## src/rtl/hardware_node_pkg.sv

```systemverilog
// Shared heap-node definitions: word/node widths, tag codes, fetch FSM states.
package hardware_node_pkg;

  localparam int NODE_W = 63;
  localparam int WORD_W = 64;
  localparam int PTR_W  = 30;

  localparam logic [3:0] TAG_S   = 4'd0;
  localparam logic [3:0] TAG_K   = 4'd1;
  localparam logic [3:0] TAG_I   = 4'd2;
  localparam logic [3:0] TAG_APP = 4'd3;
  localparam logic [3:0] TAG_LIT = 4'd4;

  typedef enum logic [1:0] {
    IDLE = 2'd0,
    WAIT = 2'd1,
    RESP = 2'd2
  } state_t;

endpackage

```

## src/rtl/hardware_node_word_decode.sv

```systemverilog
// Combinational 64-bit heap word -> 63-bit tagged node decode.
// Unknown tags (5..15) decode to an all-zero node and raise err.
module hardware_node_word_decode
  import hardware_node_pkg::*;
(
  input  logic [WORD_W-1:0] word,
  output logic [NODE_W-1:0] node,
  output logic              err
);

  logic [3:0] tag;
  assign tag = word[63:60];

  // Tag-directed repack of the payload into the node layout
  always_comb begin
    node = '0;
    err  = 1'b0;
    case (tag)
      TAG_S, TAG_K, TAG_I: node = {tag[2:0], 60'b0};
      TAG_APP:             node = {3'b011, word[59:30], word[29:0]};
      TAG_LIT:             node = {3'b100, word[31:0], 28'b0};
      default:             err  = 1'b1;
    endcase
  end

endmodule

```

## src/rtl/hardware_node_fetch_arb.sv

```systemverilog
// Two-requester round-robin node fetch arbiter in front of the single-port heap.
// One fetch outstanding at a time: IDLE (grant) -> WAIT (memory latency) -> RESP (handshake).
// Optional feature macro: HASKI_TAG_CHECK_EN adds the rsp_err port flagging illegal heap tags.
module hardware_node_fetch_arb
  import hardware_node_pkg::*;
#(
  parameter int ADDR_W  = PTR_W,
  parameter int MEM_LAT = 1
) (
  input  logic              system1000,
  input  logic              system1000_rstn,
  input  logic              req0_valid,
  input  logic [ADDR_W-1:0] req0_addr,
  output logic              req0_ready,
  input  logic              req1_valid,
  input  logic [ADDR_W-1:0] req1_addr,
  output logic              req1_ready,
  output logic              mem_rd_en,
  output logic [ADDR_W-1:0] mem_rd_addr,
  input  logic [WORD_W-1:0] mem_rd_data,
  output logic              rsp_valid,
  output logic              rsp_id,
  output logic [NODE_W-1:0] rsp_node,
  input  logic              rsp_ready,
  output logic              busy
`ifdef HASKI_TAG_CHECK_EN
  ,
  output logic              rsp_err
`endif
);

  // WAIT lasts MEM_LAT cycles; the capture edge is MEM_LAT edges after the grant edge
  localparam logic [2:0] LAT_INIT = 3'(MEM_LAT - 1);

  state_t              state, state_nxt;
  logic                rr_last;
  logic [2:0]          lat_cnt;
  logic                pick0, pick1, grant;
  logic [NODE_W-1:0]   dec_node;
  logic                dec_err;
  logic                err_q;

  // On a tie the requester that did not win last time goes first
  assign pick1 = req1_valid && (!req0_valid || !rr_last);
  assign pick0 = req0_valid && !pick1;
  assign grant = req0_ready || req1_ready;

  hardware_node_word_decode u_dec (
    .word (mem_rd_data),
    .node (dec_node),
    .err  (dec_err)
  );

  // State register
  always_ff @(posedge system1000) begin
    if (!system1000_rstn) state <= IDLE;
    else                  state <= state_nxt;
  end

  // Next-state: grant leaves IDLE, latency expiry leaves WAIT, handshake leaves RESP
  always_comb begin
    state_nxt = state;
    case (state)
      IDLE:    if (grant) state_nxt = WAIT;
      WAIT:    if (lat_cnt == 3'd0) state_nxt = RESP;
      RESP:    if (rsp_ready) state_nxt = IDLE;
      default: state_nxt = IDLE;
    endcase
  end

  // FSM outputs; ready is held low while reset is asserted
  always_comb begin
    rsp_valid  = (state == RESP);
    busy       = (state != IDLE);
    req0_ready = (state == IDLE) && system1000_rstn && pick0;
    req1_ready = (state == IDLE) && system1000_rstn && pick1;
  end

  // Datapath: issue the read on grant, count latency, capture the decoded word
  always_ff @(posedge system1000) begin
    if (!system1000_rstn) begin
      rr_last     <= 1'b1;
      lat_cnt     <= 3'd0;
      mem_rd_en   <= 1'b0;
      mem_rd_addr <= '0;
      rsp_id      <= 1'b0;
      rsp_node    <= '0;
      err_q       <= 1'b0;
    end else begin
      mem_rd_en <= grant;
      if (grant) begin
        mem_rd_addr <= req1_ready ? req1_addr : req0_addr;
        rr_last     <= req1_ready;
        rsp_id      <= req1_ready;
        lat_cnt     <= LAT_INIT;
      end
      if (state == WAIT) begin
        if (lat_cnt == 3'd0) begin
          rsp_node <= dec_node;
          err_q    <= dec_err;
        end else begin
          lat_cnt <= lat_cnt - 3'd1;
        end
      end
    end
  end

`ifdef HASKI_TAG_CHECK_EN
  assign rsp_err = err_q;
`else
  logic unused_err;
  assign unused_err = err_q;
`endif

endmodule
```

## config.mk

```make
export PLATFORM = sky130hd
export DESIGN_NAME = hardware_node_fetch_arb
export DESIGN_NICKNAME = d
export VERILOG_FILES = /design/src/rtl/hardware_node_pkg.sv /design/src/rtl/hardware_node_word_decode.sv /design/src/rtl/hardware_node_fetch_arb.sv
export SDC_FILE = /design/constraint.sdc
export NUM_CORES = 1
export LEC_CHECK = 0
export ABC_AREA = 1
export CAP_MARGIN = 20
export CORE_ASPECT_RATIO = 1.1
export CORE_MARGIN = 8
export CORE_UTILIZATION = 44
export CTS_CLUSTER_DIAMETER = 80
export DETAILED_ROUTE_END_ITERATION = 7
export GPL_TIMING_DRIVEN = 1
export PLACE_DENSITY = 0.86
export SETUP_SLACK_MARGIN = 0.2
export SYNTH_ARGS = -nofsm -noshare
export SYNTH_HDL_FRONTEND = slang
export SYNTH_SLANG_ARGS = --single-unit
```

## constraint.sdc

```tcl
create_clock -name system1000 -period 3.6 [get_ports system1000]
set_clock_uncertainty 0.2 [all_clocks]
set_input_delay 0.36 -clock system1000 [delete_from_list [all_inputs] [get_ports system1000]]
set_output_delay 0.36 -clock system1000 [all_outputs]
set_load 0.02 [all_outputs]
```

==> results of run 1 <==
## layout make-up
cell class,count,area share (%)
Clock buffer,13,3.58
Sequential cell,101,27.8
Timing Repair Buffer,238,32.4
Inverter,47,2.43
Clock inverter,3,0.603
Multi-Input combinational cell,452,30.7
Tap cell,143,2.46
## logic make-up after synthesis
kind of cell,after synthesis
buf+inv,99
fa+ha+maj,2
flops,101
compound gates,131
simple gates,319
## stage by stage
stage          cell area, sq um  util (%)
5_1_grt                    7260      70.2
4_1_cts                    7260      70.2
3_3_place_gp               6960      67.3
2_1_floorplan              4670         -
3_5_place_dp               6960      67.3
6_report                   7260      70.2
## power by group
group | switching (uW) | leakage (uW) | internal, uW
clock network | 404 | 0.000150 | 578
registers | 16.9 | 0.000819 | 1150
logic | 253 | 0.00182 | 240
total | 674 | 0.00279 | 1970
## path summary, 6_finish.rpt
check | end | from
max | req1_ready | system1000_rstn
min reg2reg | mem_rd_addr[21] | mem_rd_addr[21]
min | mem_rd_addr[21] | mem_rd_addr[21]
max reg2reg | rsp_node[62] | lat_cnt[0]
## registers in the layout, indices dropped and copies added (netlist names)
register     count
state            2
mem_rd_addr     30
mem_rd_en        1
lat_cnt          3
rsp_node        63
rr_last          1
rsp_id           1
## worst register-to-register path: cells and delay by family (launching register included)
| family | cells | cell delay (ns) |
|---|---|---|
| buffers and inverters | 4 | 1.31 |
| flip-flops | 1 | 0.31 |
| AND/OR/NAND/NOR | 3 | 0.46 |
| adder cells (fa/ha/maj) | 1 | 0.22 |
| AO/OA/AOI/OAI | 1 | 0.09 |
## layout by cell type (no fill, tap or decap), types with 4 or more instances in the layout
master and count:
a21oi_1 71, a22oi_1 28, buf_4 11, clkbuf_16 9, clkdlybuf4s50_1 227, dfxtp_1 101, inv_1 42, inv_2 4
nand2_1 145, nand3_1 128, nor2_1 39, o21bai_1 30
## metal layers
| metal | track usage [%] | vias up | wire length [microns] |
|---|---|---|---|
| met5 | 0 | - | 0 |
| met4 | 9.49 | 0 | 427 |
| met3 | 8.49 | 29 | 1900 |
| met2 | 38.8 | 277 | 8020 |
| met1 | 25.0 | 2402 | 6480 |
| li1 | - | 2560 | - |
==> metrics.csv, run 1 <==
metric,value,unit
normalized max-slew margin,31.3,%
clk buf depth,2,
Slew @ Worst Pin,1.03,ns
crit end category,output port,
Pre-antenna DRT Iters,5,
ys async rst share,0,%
DRC,0,
clock-pin slew on the worst setup and hold paths,0.06,ns
area of the die,14200,sq um
first-pass GRT wire length,25800,microns
Routed Antenna Nets,0,
Final HPWL DP,12200,microns
Unique masters post-synth,21,
dpl ws,0.801,ns
Clk Tree Root Cell,clkbuf_16,
Tot Pwr,2640,uW
initial antenna violation count,0,
"Largest delay share family, worst path",buffers and inverters,
ys flop type,dfxtp_1,
critical path data arrival time,2.23,ns
top-count cell post-synth,nand2_1,
Post-synth EDFFs,0,
"slowest stage delay, CP",0.64,ns
outcome,"finished, final reports clean",
Synth area leader,dfxtp_1,
share of the synthesized area in the top cell type,43.3,%
Worst path depth,5,
CTS Buf Count,9,
Reg2Reg Depth,9,
Syn Nets,783,
mux cell area share after synthesis,0,%
Port-buffer cells,227,
layout cells sized above 1,4.33,%
combinational family with the most area after synthesis,simple AND/OR/NAND/NOR gates,
row cnt,39,
post-cts resize count,0,
vias in the first global route,5068,
Die Ht,124,microns
gr usage total,22.7,%
core area,10300,sq um
DIE WIDTH,114,microns
"Cell Area, Synth",4670,sq um
Post-synth top cells,"145 x nand2_1, 128 x nand3_1, 101 x dfxtp_1",
"Worst Path Class, Setup",input port to output port,
clk sink count,101,
area taken by multi-input logic gates,2230,sq um
xor/xnor share of the synthesized area,0,%
sequential area share after synthesis,43.3,%
post-synthesis adder-cell area fraction,0.536,%
register area,2020,sq um
worst setup margin,0.811,ns
buffer count from post-CTS setup fixing,0,
Worst Path Required,3.04,ns
gr ovfl total,0,
final slew viol count,0,
via count,5268,
crit path buf inv count,3,
WL/cell,16.9,microns
clk_lat worst skew,0.33,ns
worst reg2reg setup slack,0.85,ns
slowest cell on the critical path,clkdlybuf4s50_1,
Hold Crit Depth,2,
Placed Cells incl. Taps,981,
drt total wl,16800,microns
pwr dens,364,nW/um^2
# diodes,0,
Final Wtd Congestion,0.844,
First DRT Iteration DRCs,505,
max cap viols,0,
Layout Nets,980,
Yosys warning total,0,
"Area growth, synth to finish",55.5,%
Filler cells,809,
crit path cell chain,clkdlybuf4s50_1 > nand3_2 > buf_4 > nor2_1 > clkdlybuf4s50_1,
Compound-Gate Fraction of Synth Area,17.4,%
largest net degree at the start of global routing,98,
Final Cycle Share,77.5,%
# IOs,228,
Worst Setup Start Kind,input port,
post-synthesis sequential element count,101,
post-synthesis simple-gate area fraction,29.6,%
Final min period,2.79,ns
worst min path class,flip-flop to flip-flop,
Post-Syn Area per Cell,7.16,sq um
Peak VDD IR,0.219,mV
RSZ-0062 raised after global routing,no,
DR vias/cell,5.28,
Max Fclk,359,MHz
CTS tree,yes,
Final Non-Filler Cells,997,
"most used cell, CP",clkdlybuf4s50_1,
hold_buf cts,0,
largest cells by area after synthesis,"dfxtp_1 43%, nand3_1 14%, nand2_1 12%",
TNS Setup,0,ns
H-tree levels,3,
worst hold-check slack,0.263,ns
final hold violation count,0,
# setup viols final,0,
LEAKAGE,0.00279,uW
CP max FO,27,
Initial Util,45.1,%
Gate Count Post-Synth,652,
Power figures use the tool's default switching activity.
==> run 2, diff against run 1 <==
--- a/config.mk
+++ b/config.mk
@@ -9,11 +9,11 @@
 export CAP_MARGIN = 20
 export CORE_ASPECT_RATIO = 1.1
 export CORE_MARGIN = 8
-export CORE_UTILIZATION = 44
+export CORE_UTILIZATION = 37
 export CTS_CLUSTER_DIAMETER = 80
 export DETAILED_ROUTE_END_ITERATION = 7
 export GPL_TIMING_DRIVEN = 1
-export PLACE_DENSITY = 0.86
+export PLACE_DENSITY = 0.77
 export SETUP_SLACK_MARGIN = 0.2
 export SYNTH_ARGS = -nofsm -noshare
 export SYNTH_HDL_FRONTEND = slang
==> constraint.sdc (replaced) <==
create_clock -name system1000 -period 2.5 [get_ports system1000]
set_clock_uncertainty 0.2 [all_clocks]
set_input_delay 0.25 -clock system1000 [delete_from_list [all_inputs] [get_ports system1000]]
set_output_delay 0.25 -clock system1000 [all_outputs]
set_load 0.02 [all_outputs]
==> run 2 against run 1 <==
Routed wire length decreased by 0.28%. Utilization decreased by 11 points. Cell count increased by 2.4%. Largest cell class unchanged. Largest power group unchanged.
==> metrics.csv, run 2 (synthesis results as in run 1) <==
metric,value,unit,change
outcome,"finished, final reports clean",,unchanged
clk sink count,101,,unchanged
worst hold-check slack,0.264,ns,was 0.263 ns
WL/cell,16.4,microns,was 16.9 microns
H-tree levels,3,,unchanged
DR vias/cell,5.01,,was 5.28
TNS Setup,0,ns,unchanged
Biggest register,rsp_node,,unchanged
Final HPWL DP,12000,microns,"was 12,200 microns"
drt total wl,16800,microns,about the same
worst min path class,flip-flop to flip-flop,,unchanged
max cap viols,0,,unchanged
Final min period,2.19,ns,
most frequent cells in the layout,"226 x clkdlybuf4s50_1, 145 x nand2_1, 128 x nand3_1, 101 x dfxtp_1, 71 x a21oi_1",,"was 227 x clkdlybuf4s50_1, 145 x nand2_1, 128 x nand3_1, 101 x dfxtp_1, 71 x a21oi_1"
vias in the first global route,4935,,"was 5,068"
critical path data arrival time,1.74,ns,was 2.23 ns
RSZ-0062 raised after global routing,no,,unchanged
Port-buffer cells,227,,unchanged
hold_buf cts,0,,unchanged
Regs by FF count,"rsp_node: 63 flops, mem_rd_addr: 30 flops, lat_cnt: 3 flops",,unchanged
row cnt,43,,was 39
"Worst Path Class, Setup",input port to output port,,unchanged
"Area growth, synth to finish",57.7,%,was 55.5%
Routed Antenna Nets,0,,unchanged
buffer count from post-CTS setup fixing,0,,unchanged
worst reg2reg setup slack,0.64,ns,was 0.85 ns
# setup viols final,0,,unchanged
Clk Tree Root Cell,clkbuf_16,,unchanged
pwr dens,511,nW/um^2,was 364 nW/um^2
Layout Nets,990,,was 980
Slew @ Worst Pin,0.611,ns,was 1.03 ns
crit end category,output port,,unchanged
largest net degree at the start of global routing,98,,unchanged
Placed Cells incl. Taps,1005,,was 981
area of the die,16500,sq um,"was 14,200 sq um"
slowest cell on the critical path,clkdlybuf4s50_1,,unchanged
DRC,0,,unchanged
clk buf depth,2,,unchanged
"most common cell after layout, fill and taps aside",clkdlybuf4s50_1,,unchanged
routed length on met2,7580,microns,was 8020 microns
Final Wtd Congestion,0.807,,was 0.844
Die Ht,134,microns,was 124 microns
normalized max-slew margin,59.2,%,was 31.3%
CTS tree,yes,,unchanged
Final Cycle Share,87.7,%,
CP max FO,7,,was 27
LEAKAGE,0.00285,uW,was 0.00279 uW
final hold violation count,0,,unchanged
Highest Signal Layer,met4,,unchanged
WL met3,2110,microns,was 1900 microns
hold path endpoint,mem_rd_addr[23],,was mem_rd_addr[21]
crit path cell chain,clkdlybuf4s50_1 > nand2_1 > nand2_1 > nor2_1 > clkdlybuf4s50_1,,was clkdlybuf4s50_1 > nand3_2 > buf_4 > nor2_1 > clkdlybuf4s50_1
# diodes,0,,unchanged
# IOs,228,,unchanged
layout cells sized above 1,5.67,%,was 4.33%
gr ovfl total,0,,unchanged
initial antenna violation count,0,,unchanged
CTS Buf Count,9,,unchanged
crit path buf inv count,2,,was 3
DIE WIDTH,123,microns,was 114 microns
Initial Util,37.4,%,was 45.1%
"Largest delay share family, worst path",buffers and inverters,,unchanged
first-pass GRT wire length,26500,microns,"was 25,800 microns"
Worst Setup Start Kind,input port,,unchanged
reg2reg end,rsp_node[22],,was rsp_node[62]
Final Non-Filler Cells,1021,,was 997
clock-pin slew on the worst setup and hold paths,0.07,ns,was 0.06 ns
R2R Path Start,lat_cnt[0],,unchanged
M1 WL,6880,microns,was 6480 microns
Max Fclk,456,MHz,
via count,5120,,"was 5,268"
"slowest stage delay, CP",0.62,ns,was 0.64 ns
hold_sp,mem_rd_addr[23],,was mem_rd_addr[21]
core area,12500,sq um,"was 10,300 sq um"
Worst Path Required,2.05,ns,was 3.04 ns
First DRT Iteration DRCs,309,,was 505
clk_lat worst skew,0.35,ns,was 0.33 ns
final slew viol count,0,,unchanged
max reg flops,63,,unchanged
Hold Crit Depth,2,,unchanged
Pre-antenna DRT Iters,4,,was 5
gr usage total,20.1,%,was 22.7%
Peak VDD IR,0.348,mV,was 0.219 mV
Reg2Reg Depth,9,,unchanged
## run 2: cell types whose count changed in the layout (fill, tap and decap cells not counted), moves of 2 or more
cell / delta
buf_4: +8
clkinvlp_4: +2
buf_12: +2
clkbuf_1: -2
## run 2: worst max path at each step
stage               cells past startpoint             from          end  slack (ns)
detailed placement                      6  system1000_rstn   req0_ready        0.25
global placement                        6       req0_valid   req0_ready        0.26
finish                                  5       req0_valid   req1_ready        0.31
CTS                                     6       req0_valid   req0_ready        0.23
floorplan                               9       lat_cnt[0]  rsp_node[4]        0.84
global route                            5       req0_valid   req1_ready        0.23
## run 2: cell type report
cell class,instances,area [sq um]
Clock inverter,6,46.3
Sequential cell,101,2020
Clock buffer,10,239
Fill cell,1180,5120
Inverter,47,176
Tap cell,157,196
Timing Repair Buffer,248,2460
Multi-Input combinational cell,452,2230
## run 2: repair_timing
action,in CTS,in global routing
resized for setup,0,1
hold endpoints to repair,0,0
setup endpoints to repair,0,1
## run 2: worst register-to-register path: stages, from the launching register on
cell     delay, ns
dfxtp_1       0.30
inv_1         0.10
ha_1          0.17
inv_1         0.04
nor2_1        0.14
nand2_2       0.17
nor2_4        0.10
buf_4         0.33
a22oi_1       0.13
nor2_1        0.11
## run 2: report_power, final
part / internal [uW] / total (uW) / switching, uW
logic: 361 / 730 / 369
registers: 1650 / 1680 / 24.0
clock network: 708 / 1350 / 646
total: 2720 / 3760 / 1040
## run 2: stage by stage
step                utilization, %  total power [uW]  area [sq um]  setup WS (ns)
floorplan                        -              2050          4670          0.835
global placement              56.7              2440          7080          0.260
detailed placement            56.7              2450          7080          0.249
CTS                           59.0              3800          7360          0.234
global route                  59.0              3930          7360          0.232
finish                        59.0              3760          7360          0.307
## run 2: routing by layer
layer	GRT usage (%)	vias to the layer above
met2	31.5	209
met5	0	-
li1	-	2577
met3	9.67	16
met1	24.1	2318
met4	5.36	0
